===== src/rtl/oven_button_conditioner.sv =====
// Five-channel oven front-panel button conditioner: each button is synchronized,
// debounced, edge-detected and given an optional hold-to-repeat step stream.

module oven_button_conditioner #(
  parameter int DEBOUNCE_CYCLES = 500000,
  parameter int REPEAT_DELAY    = 25000000,
  parameter int REPEAT_RATE     = 5000000
) (
  input  logic       clk,
  input  logic       rst_n,
  input  logic [4:0] i_btn_raw,
  input  logic [4:0] i_repeat_en,
  output logic [4:0] o_level,
  output logic [4:0] o_press,
  output logic [4:0] o_release,
  output logic [4:0] o_step
);

  localparam int NCH     = 5;
  localparam int DW      = $clog2(DEBOUNCE_CYCLES) + 1;
  localparam int RPT_MAX = (REPEAT_DELAY > REPEAT_RATE) ? REPEAT_DELAY : REPEAT_RATE;
  localparam int RW      = $clog2(RPT_MAX);

  localparam logic [DW-1:0] DB_LAST    = DW'(DEBOUNCE_CYCLES - 1);
  localparam logic [RW-1:0] DELAY_LAST = RW'(REPEAT_DELAY - 1);
  localparam logic [RW-1:0] RATE_LAST  = RW'(REPEAT_RATE - 1);

  typedef enum logic [1:0] {
    ST_UP          = 2'd0,
    ST_DOWN_WAIT   = 2'd1,
    ST_DOWN_REPEAT = 2'd2
  } state_t;

  for (genvar g = 0; g < NCH; g++) begin : g_ch
    logic          r_sync1;
    logic          r_sync2;
    logic          r_level;
    logic [DW-1:0] r_db_cnt;
    logic          r_press;
    logic          r_release;
    logic          r_step;
    logic [RW-1:0] r_rpt_cnt;
    state_t        r_state;

    logic          w_diff;
    logic          w_toggle;
    logic          w_rise;
    logic          w_fall;
    logic [RW-1:0] w_rpt_last;
    logic          w_rpt_hit;
    logic          w_rpt_inc;
    logic          w_step_nxt;
    state_t        w_state_nxt;

    // NOTE: sequential state uses non-blocking assignments so every flop samples
    // pre-edge values; blocking here would collapse the two synchronizer stages.
    always_ff @(posedge clk or negedge rst_n) begin
      if (!rst_n) begin
        r_sync1 <= 1'b0;
        r_sync2 <= 1'b0;
      end else begin
        r_sync1 <= i_btn_raw[g];
        r_sync2 <= r_sync1;
      end
    end

    // A level change is accepted only after DEBOUNCE_CYCLES consecutive disagreeing samples.
    assign w_diff   = r_sync2 ^ r_level;
    assign w_toggle = w_diff && (r_db_cnt == DB_LAST);
    assign w_rise   = w_toggle && !r_level;
    assign w_fall   = w_toggle && r_level;

    always_ff @(posedge clk or negedge rst_n) begin
      if (!rst_n) begin
        r_db_cnt  <= '0;
        r_level   <= 1'b0;
        r_press   <= 1'b0;
        r_release <= 1'b0;
      end else begin
        if (!w_diff || w_toggle) begin
          r_db_cnt <= '0;
        end else begin
          r_db_cnt <= r_db_cnt + DW'(1);
        end
        if (w_toggle) begin
          r_level <= ~r_level;
        end
        r_press   <= w_rise;
        r_release <= w_fall;
      end
    end

    assign w_rpt_last = (r_state == ST_DOWN_WAIT) ? DELAY_LAST : RATE_LAST;
    assign w_rpt_hit  = i_repeat_en[g] && (r_rpt_cnt == w_rpt_last);

    always_ff @(posedge clk or negedge rst_n) begin
      if (!rst_n) begin
        r_state <= ST_UP;
      end else begin
        r_state <= w_state_nxt;
      end
    end

    // NOTE: every combinational output gets a default before the case so no
    // path leaves it unassigned, which would otherwise infer a latch.
    always_comb begin
      w_state_nxt = r_state;
      case (r_state)
        ST_UP: begin
          if (w_rise) w_state_nxt = ST_DOWN_WAIT;
        end
        ST_DOWN_WAIT: begin
          if (w_fall)         w_state_nxt = ST_UP;
          else if (w_rpt_hit) w_state_nxt = ST_DOWN_REPEAT;
        end
        ST_DOWN_REPEAT: begin
          if (w_fall) w_state_nxt = ST_UP;
        end
        default: w_state_nxt = ST_UP;
      endcase
    end

    // A fall always wins over a due repeat step; a low enable pins the interval at zero.
    always_comb begin
      w_step_nxt = 1'b0;
      w_rpt_inc  = 1'b0;
      case (r_state)
        ST_UP: begin
          w_step_nxt = w_rise;
        end
        ST_DOWN_WAIT, ST_DOWN_REPEAT: begin
          if (w_fall || !i_repeat_en[g]) begin
            w_step_nxt = 1'b0;
          end else if (w_rpt_hit) begin
            w_step_nxt = 1'b1;
          end else begin
            w_rpt_inc = 1'b1;
          end
        end
        default: begin
          w_step_nxt = 1'b0;
        end
      endcase
    end

    always_ff @(posedge clk or negedge rst_n) begin
      if (!rst_n) begin
        r_rpt_cnt <= '0;
        r_step    <= 1'b0;
      end else begin
        if (w_rpt_inc) begin
          r_rpt_cnt <= r_rpt_cnt + RW'(1);
        end else begin
          r_rpt_cnt <= '0;
        end
        r_step <= w_step_nxt;
      end
    end

    assign o_level[g]   = r_level;
    assign o_press[g]   = r_press;
    assign o_release[g] = r_release;
    assign o_step[g]    = r_step;
  end

endmodule


===== config.mk =====
export PLATFORM = sky130hd
export DESIGN_NAME = oven_button_conditioner
export DESIGN_NICKNAME = d
export VERILOG_FILES = /design/src/rtl/oven_button_conditioner.sv
export SDC_FILE = /design/constraint.sdc
export NUM_CORES = 1
export LEC_CHECK = 0
export BUFFER_PORTS_ARGS = -buffer_cell sky130_fd_sc_hd__buf_2
export CORE_UTILIZATION = 35
export CTS_CLUSTER_DIAMETER = 80
export DETAILED_ROUTE_END_ITERATION = 10
export PLACE_DENSITY = 0.52
export SLEW_MARGIN = 20
export SYNTH_ARGS = -nofsm -noshare
export SYNTH_HDL_FRONTEND = slang
export SYNTH_SLANG_ARGS = --single-unit

===== constraint.sdc =====
create_clock -name clk -period 3.18 [get_ports clk]
set_clock_uncertainty 0.1 [all_clocks]
set_input_delay 0.477 -clock clk [delete_from_list [all_inputs] [get_ports clk]]
set_output_delay 0.477 -clock clk [all_outputs]
set_load 0.03 [all_outputs]

==> report_table.html <==
<table>
<tr><th>Metric</th><th>Value</th></tr>
<tr><th colspan="2">Clock network</th></tr>
<tr><td>H-Tree Depth</td><td>2</td></tr>
<tr><td>Number of buffers added by the clock tree synthesis step</td><td>34</td></tr>
<tr><td>Setup Buffers After CTS</td><td>0</td></tr>
<tr><td>CTS tree</td><td>built</td></tr>
<tr><td>CTS root buf</td><td>sky130_fd_sc_hd__clkbuf_16</td></tr>
<tr><td>TritonCTS Sinks</td><td>265</td></tr>
<tr><td>Max Buffers Root-to-Sink</td><td>3</td></tr>
<tr><td>Clock slew seen by the registers of the worst setup and hold paths</td><td>0.06 ns</td></tr>
<tr><td>Post-CTS Hold Fix Bufs</td><td>6</td></tr>
<tr><td>Cts repair resizes</td><td>0</td></tr>
<tr><td>Later-pin clock latency in the skew report</td><td>0.53 ns</td></tr>
<tr><th colspan="2">Synthesis</th></tr>
<tr><td>Post-synthesis sequential element count</td><td>265</td></tr>
<tr><td>Fraction of the yosys area taken by sequential cells</td><td>51.0%</td></tr>
<tr><td>Count of warnings emitted by yosys</td><td>0</td></tr>
<tr><td>Cell variety after synth</td><td>48</td></tr>
<tr><td>Post-Synthesis Net Count</td><td>roughly 1.4k</td></tr>
<tr><td>Number of cells produced by synthesis</td><td>1324</td></tr>
<tr><td>Cell area after synthesis</td><td>between 10000 and 15000 um2</td></tr>
<tr><td>Share of flip-flops with an asynchronous set or reset after synthesis</td><td>100%</td></tr>
<tr><td>Count of flip-flops with a built-in enable after synthesis</td><td>0</td></tr>
<tr><td>Top FF cell, synth</td><td>sky130_fd_sc_hd__dfrtp_1</td></tr>
<tr><td>Synthesized area per cell</td><td>about 10 um2</td></tr>
<tr><th colspan="2">GRT</th></tr>
<tr><td>Antenna violations before repair</td><td>0</td></tr>
<tr><td>Global routing usage summed across all routing layers</td><td>between 10% and 20%</td></tr>
<tr><td>Largest net degree at the start of global routing</td><td>83</td></tr>
<tr><td>Wire length of the first global-routing pass</td><td>43.1 mm</td></tr>
<tr><td>Number of global-route vias before repair</td><td>8991</td></tr>
<tr><td>Total congestion overflow after global routing</td><td>0</td></tr>
<tr><th colspan="2">Critical path</th></tr>
<tr><td>Worst setup EP type</td><td>flip-flop</td></tr>
<tr><td>Largest driver fanout on the critical path</td><td>19</td></tr>
<tr><td>Arrival time worst endpoint</td><td>slightly below 3 ns</td></tr>
<tr><td>Reg2reg path depth</td><td>6</td></tr>
<tr><td>Critical R2R Launch</td><td>g_ch[1].r_db_cnt[0]$_DFF_PN0_</td></tr>
<tr><td>Slowest stage delay, CP</td><td>0.58 ns</td></tr>
<tr><td>Path type of the worst setup path</td><td>flip-flop to flip-flop</td></tr>
<tr><td>Critical register-to-register path endpoint</td><td>g_ch[1].r_db_cnt[8]$_DFF_PN0_</td></tr>
<tr><td>Setup slack of the most critical reg-to-reg path</td><td>0.52 ns</td></tr>
<tr><td>Required arrival time at the worst endpoint</td><td>3.46 ns</td></tr>
<tr><td>Cells along the critical path</td><td>ha_1 &gt; and4_1 &gt; nor4b_1 &gt; nand3_1 &gt; nand2_1 &gt; nor2_1</td></tr>
<tr><td>Crit-path slowest cell</td><td>sky130_fd_sc_hd__nand2_1</td></tr>
<tr><td>Launching element of the worst setup path</td><td>g_ch[1].r_db_cnt[0]$_DFF_PN0_</td></tr>
<tr><td>Critical Path Source Type</td><td>flip-flop</td></tr>
<tr><th colspan="2">Hold path</th></tr>
<tr><td>Startpoint of the lowest-slack hold path</td><td>i_repeat_en[2]</td></tr>
<tr><td>Number of cells on the worst hold path</td><td>4</td></tr>
<tr><td>Hold Path Sink</td><td>g_ch[2].r_step$_DFF_PN0_</td></tr>
<tr><td>Hold WC Path Type</td><td>primary input to flip-flop</td></tr>
<tr><th colspan="2">STA</th></tr>
<tr><td>Worst max-slew margin expressed relative to the limit</td><td>55.7%</td></tr>
<tr><td>Final critical-path share of the clock period</td><td>83.8%</td></tr>
<tr><td>Setup repair after global routing missed its margin</td><td>false</td></tr>
<tr><td>Final setup margin</td><td>0.516 ns</td></tr>
<tr><td>Maximum clock frequency</td><td>375 MHz</td></tr>
<tr><td>Final min period</td><td>approximately 2.7 ns</td></tr>
<tr><td>Final count of pins violating max slew</td><td>0</td></tr>
<tr><td>Final number of setup-violating endpoints</td><td>0</td></tr>
<tr><td>Setup_tns</td><td>0 ns</td></tr>
<tr><td>Hold Vio Cnt, Final</td><td>0</td></tr>
<tr><td>Worst-Margin Slew</td><td>about 0.66 ns</td></tr>
<tr><th colspan="2">Detailed routing</th></tr>
<tr><td>Top Layer Used</td><td>met4</td></tr>
<tr><td>Post-route met1 wirelength</td><td>between 10 and 15 mm</td></tr>
<tr><td>Via-to-Cell Ratio</td><td>4.87</td></tr>
<tr><td>WL met3</td><td>around 750 um</td></tr>
<tr><td>Wire length on met2</td><td>11.1 mm</td></tr>
<tr><td>Wire length per cell</td><td>13.5 um</td></tr>
<tr><td>Total number of vias</td><td>roughly 9k</td></tr>
<tr><td>Total length of routed wires</td><td>roughly 25 mm</td></tr>
<tr><td>DRT iter0 DRCs</td><td>367</td></tr>
<tr><td>Residual DRC</td><td>0</td></tr>
<tr><td>Number of nets with antenna violations after detailed routing</td><td>0</td></tr>
<tr><td>Pre-antenna DRT Iters</td><td>4</td></tr>
<tr><th colspan="2">Final layout</th></tr>
<tr><td>Final non-filler cell total</td><td>1850</td></tr>
<tr><td>Final cell utilization of the core</td><td>40.3%</td></tr>
<tr><td>Signed area change from the synthesized netlist to the final layout</td><td>13.5%</td></tr>
<tr><td>Number of inserted diodes</td><td>0</td></tr>
<tr><td>Number of filler cells placed in the layout</td><td>3619</td></tr>
<tr><td>NumNets Final</td><td>1399</td></tr>
<tr><td>Share of cells above drive strength 1</td><td>8.47%</td></tr>
<tr><th colspan="2">Place</th></tr>
<tr><td>DP HPWL</td><td>16.3 mm</td></tr>
<tr><td>PortBufs</td><td>31</td></tr>
<tr><td>Post-placement worst setup slack</td><td>0.493 ns</td></tr>
<tr><td>Placed cell count</td><td>1783</td></tr>
<tr><td>Routability congestion estimate from global placement</td><td>0.746</td></tr>
<tr><th colspan="2">Power and ir drop</th></tr>
<tr><td>Cell leakage power</td><td>6.22 nW</td></tr>
<tr><td>Power density cells</td><td>around 510 nW/um2</td></tr>
<tr><td>Peak supply drop</td><td>0.326 mV</td></tr>
<tr><th colspan="2">Flow run</th></tr>
<tr><td>Max capacitance violation total</td><td>0</td></tr>
<tr><th colspan="2">Floorplanning</th></tr>
<tr><td>DIE WIDTH</td><td>195 um</td></tr>
<tr><td>DIE AREA</td><td>37900 um2</td></tr>
<tr><td>Initial Util</td><td>35.5%</td></tr>
<tr><td>Ports</td><td>32</td></tr>
<tr><td>Core area</td><td>36600 um2</td></tr>
<tr><td>Die span in y</td><td>195 um</td></tr>
<tr><td>Std cell rows</td><td>70</td></tr>
<tr><th colspan="2">Status</th></tr>
<tr><td>Status</td><td>finished clean</td></tr>
</table>
## power breakdown
group          switching [mW]  internal [mW]  total [mW]
Sequential             0.0182           3.40        3.41
Clock                    1.48           2.47        3.94
Combinational           0.106         0.0395       0.146
Total                    1.60           5.90        7.50
## critical path, delay by kind of cell, from the launching register on
family	cells	cell delay, ns
adder cells (fa/ha/maj)	1	0.22
AND/OR/NAND/NOR	5	1.79
flip-flops	1	0.40
## per-stage QoR
stage                     hold WS [ns]  cell area (um2)  total power, mW
after CTS                        0.189            14800             7.66
final                            0.220            14800             7.50
after floorplan                 0.0814            13000             3.52
after global placement           0.233            13500             3.62
after detailed placement         0.238            13500             3.62
after global routing             0.237            14800             7.80
## cells by family (layout without fill, tap and decap cells)
logic type	count (synthesis)	count (layout)	synth area share (%)
AO/OA/AOI/OAI	50	50	2.22
AND/OR/NAND/NOR	690	690	26.2
multiplexers	10	10	0.895
XOR/XNOR	200	200	13.5
buffers and inverters	79	137	3.28
adder cells (fa/ha/maj)	30	30	2.89
flip-flops	265	265	51.0
## sequential cells by signal, indices dropped and copies added, names as in the netlist
name	count
g_ch.r_level	5
g_ch.r_rpt_cnt	125
g_ch.r_state	10
g_ch.r_sync2	5
g_ch.r_release	5
g_ch.r_press	5
g_ch.r_db_cnt	100
g_ch.r_sync1	5
g_ch.r_step	5
## synthesized netlist by cell type (all sizes together), types with 3 or more instances
master  count  area (um2)
and3       42         263
nand2b     16         100
nor4       16         100
xor2      128        1120
or3        10        63.8
dfrtp     265        6630
nor2      291        1090
nor4b       9        78.8
ha         30         375
or4         4        33.8
nand4      52         325
nand3b      4        30.0
mux2       10         116
a31oi       4        25.0
nand2      89         334
and2        7        43.8
a21oi      20         100
and4       22         193
xnor2      72         631
nor2b       3        18.8
buf        40         280
nor3       20         110
or3b        3        26.3
or2         3        18.8
clkbuf     11        41.3
inv        28         105
nand3      82         410
a22oi       4        30.0
or4b        6        60.1
nand4b      5        43.8
o21ai      17        88.8
## final cells by class
class	count	area [um2]	area share, %
clock buffer	49	978	6.63
clock inverter	12	170	1.15
inverter	28	105	0.712
multi-input combinational	980	5940	40.3
sequential	265	6630	44.9
tap	468	586	3.97
timing repair buffer	48	345	2.34
## worst max path at each step
stage / endpoint / slack (ns) / depth (start not counted)
finish: g_ch[1].r_db_cnt[8]$_DFF_PN0_ / 0.52 / 6
global route: g_ch[1].r_db_cnt[14]$_DFF_PN0_ / 0.09 / 6
CTS: g_ch[1].r_db_cnt[8]$_DFF_PN0_ / 0.49 / 6
detailed placement: g_ch[1].r_db_cnt[8]$_DFF_PN0_ / 0.49 / 6
global placement: g_ch[1].r_db_cnt[19]$_DFF_PN0_ / 0.59 / 6
floorplan: g_ch[4].r_rpt_cnt[16]$_DFF_PN0_ / 0.88 / 10
## per-layer routing
layer  vias up  track usage (%)
met1      4373             18.5
met3        42             2.60
li1       4524                -
met4         0             5.26
met2        77             21.6
met5         -                0
## cells in the final DEF (no fill, tap or decap), drive strengths merged, types with 6 or more instances in the layout
cell	count
and2	7
dlygate4sd3	6
nand2	89
nor4b	9
nand4	52
inv	30
nor4	16
dfrtp	265
or4b	6
o21ai	17
xor2	128
and4	22
buf	42
ha	30
a21oi	20
and3	42
nor2	291
nand3	82
xnor2	72
nor3	20
or3	10
clkbuf	49
mux2	10
nand2b	16
Power figures use the tool's default switching activity.
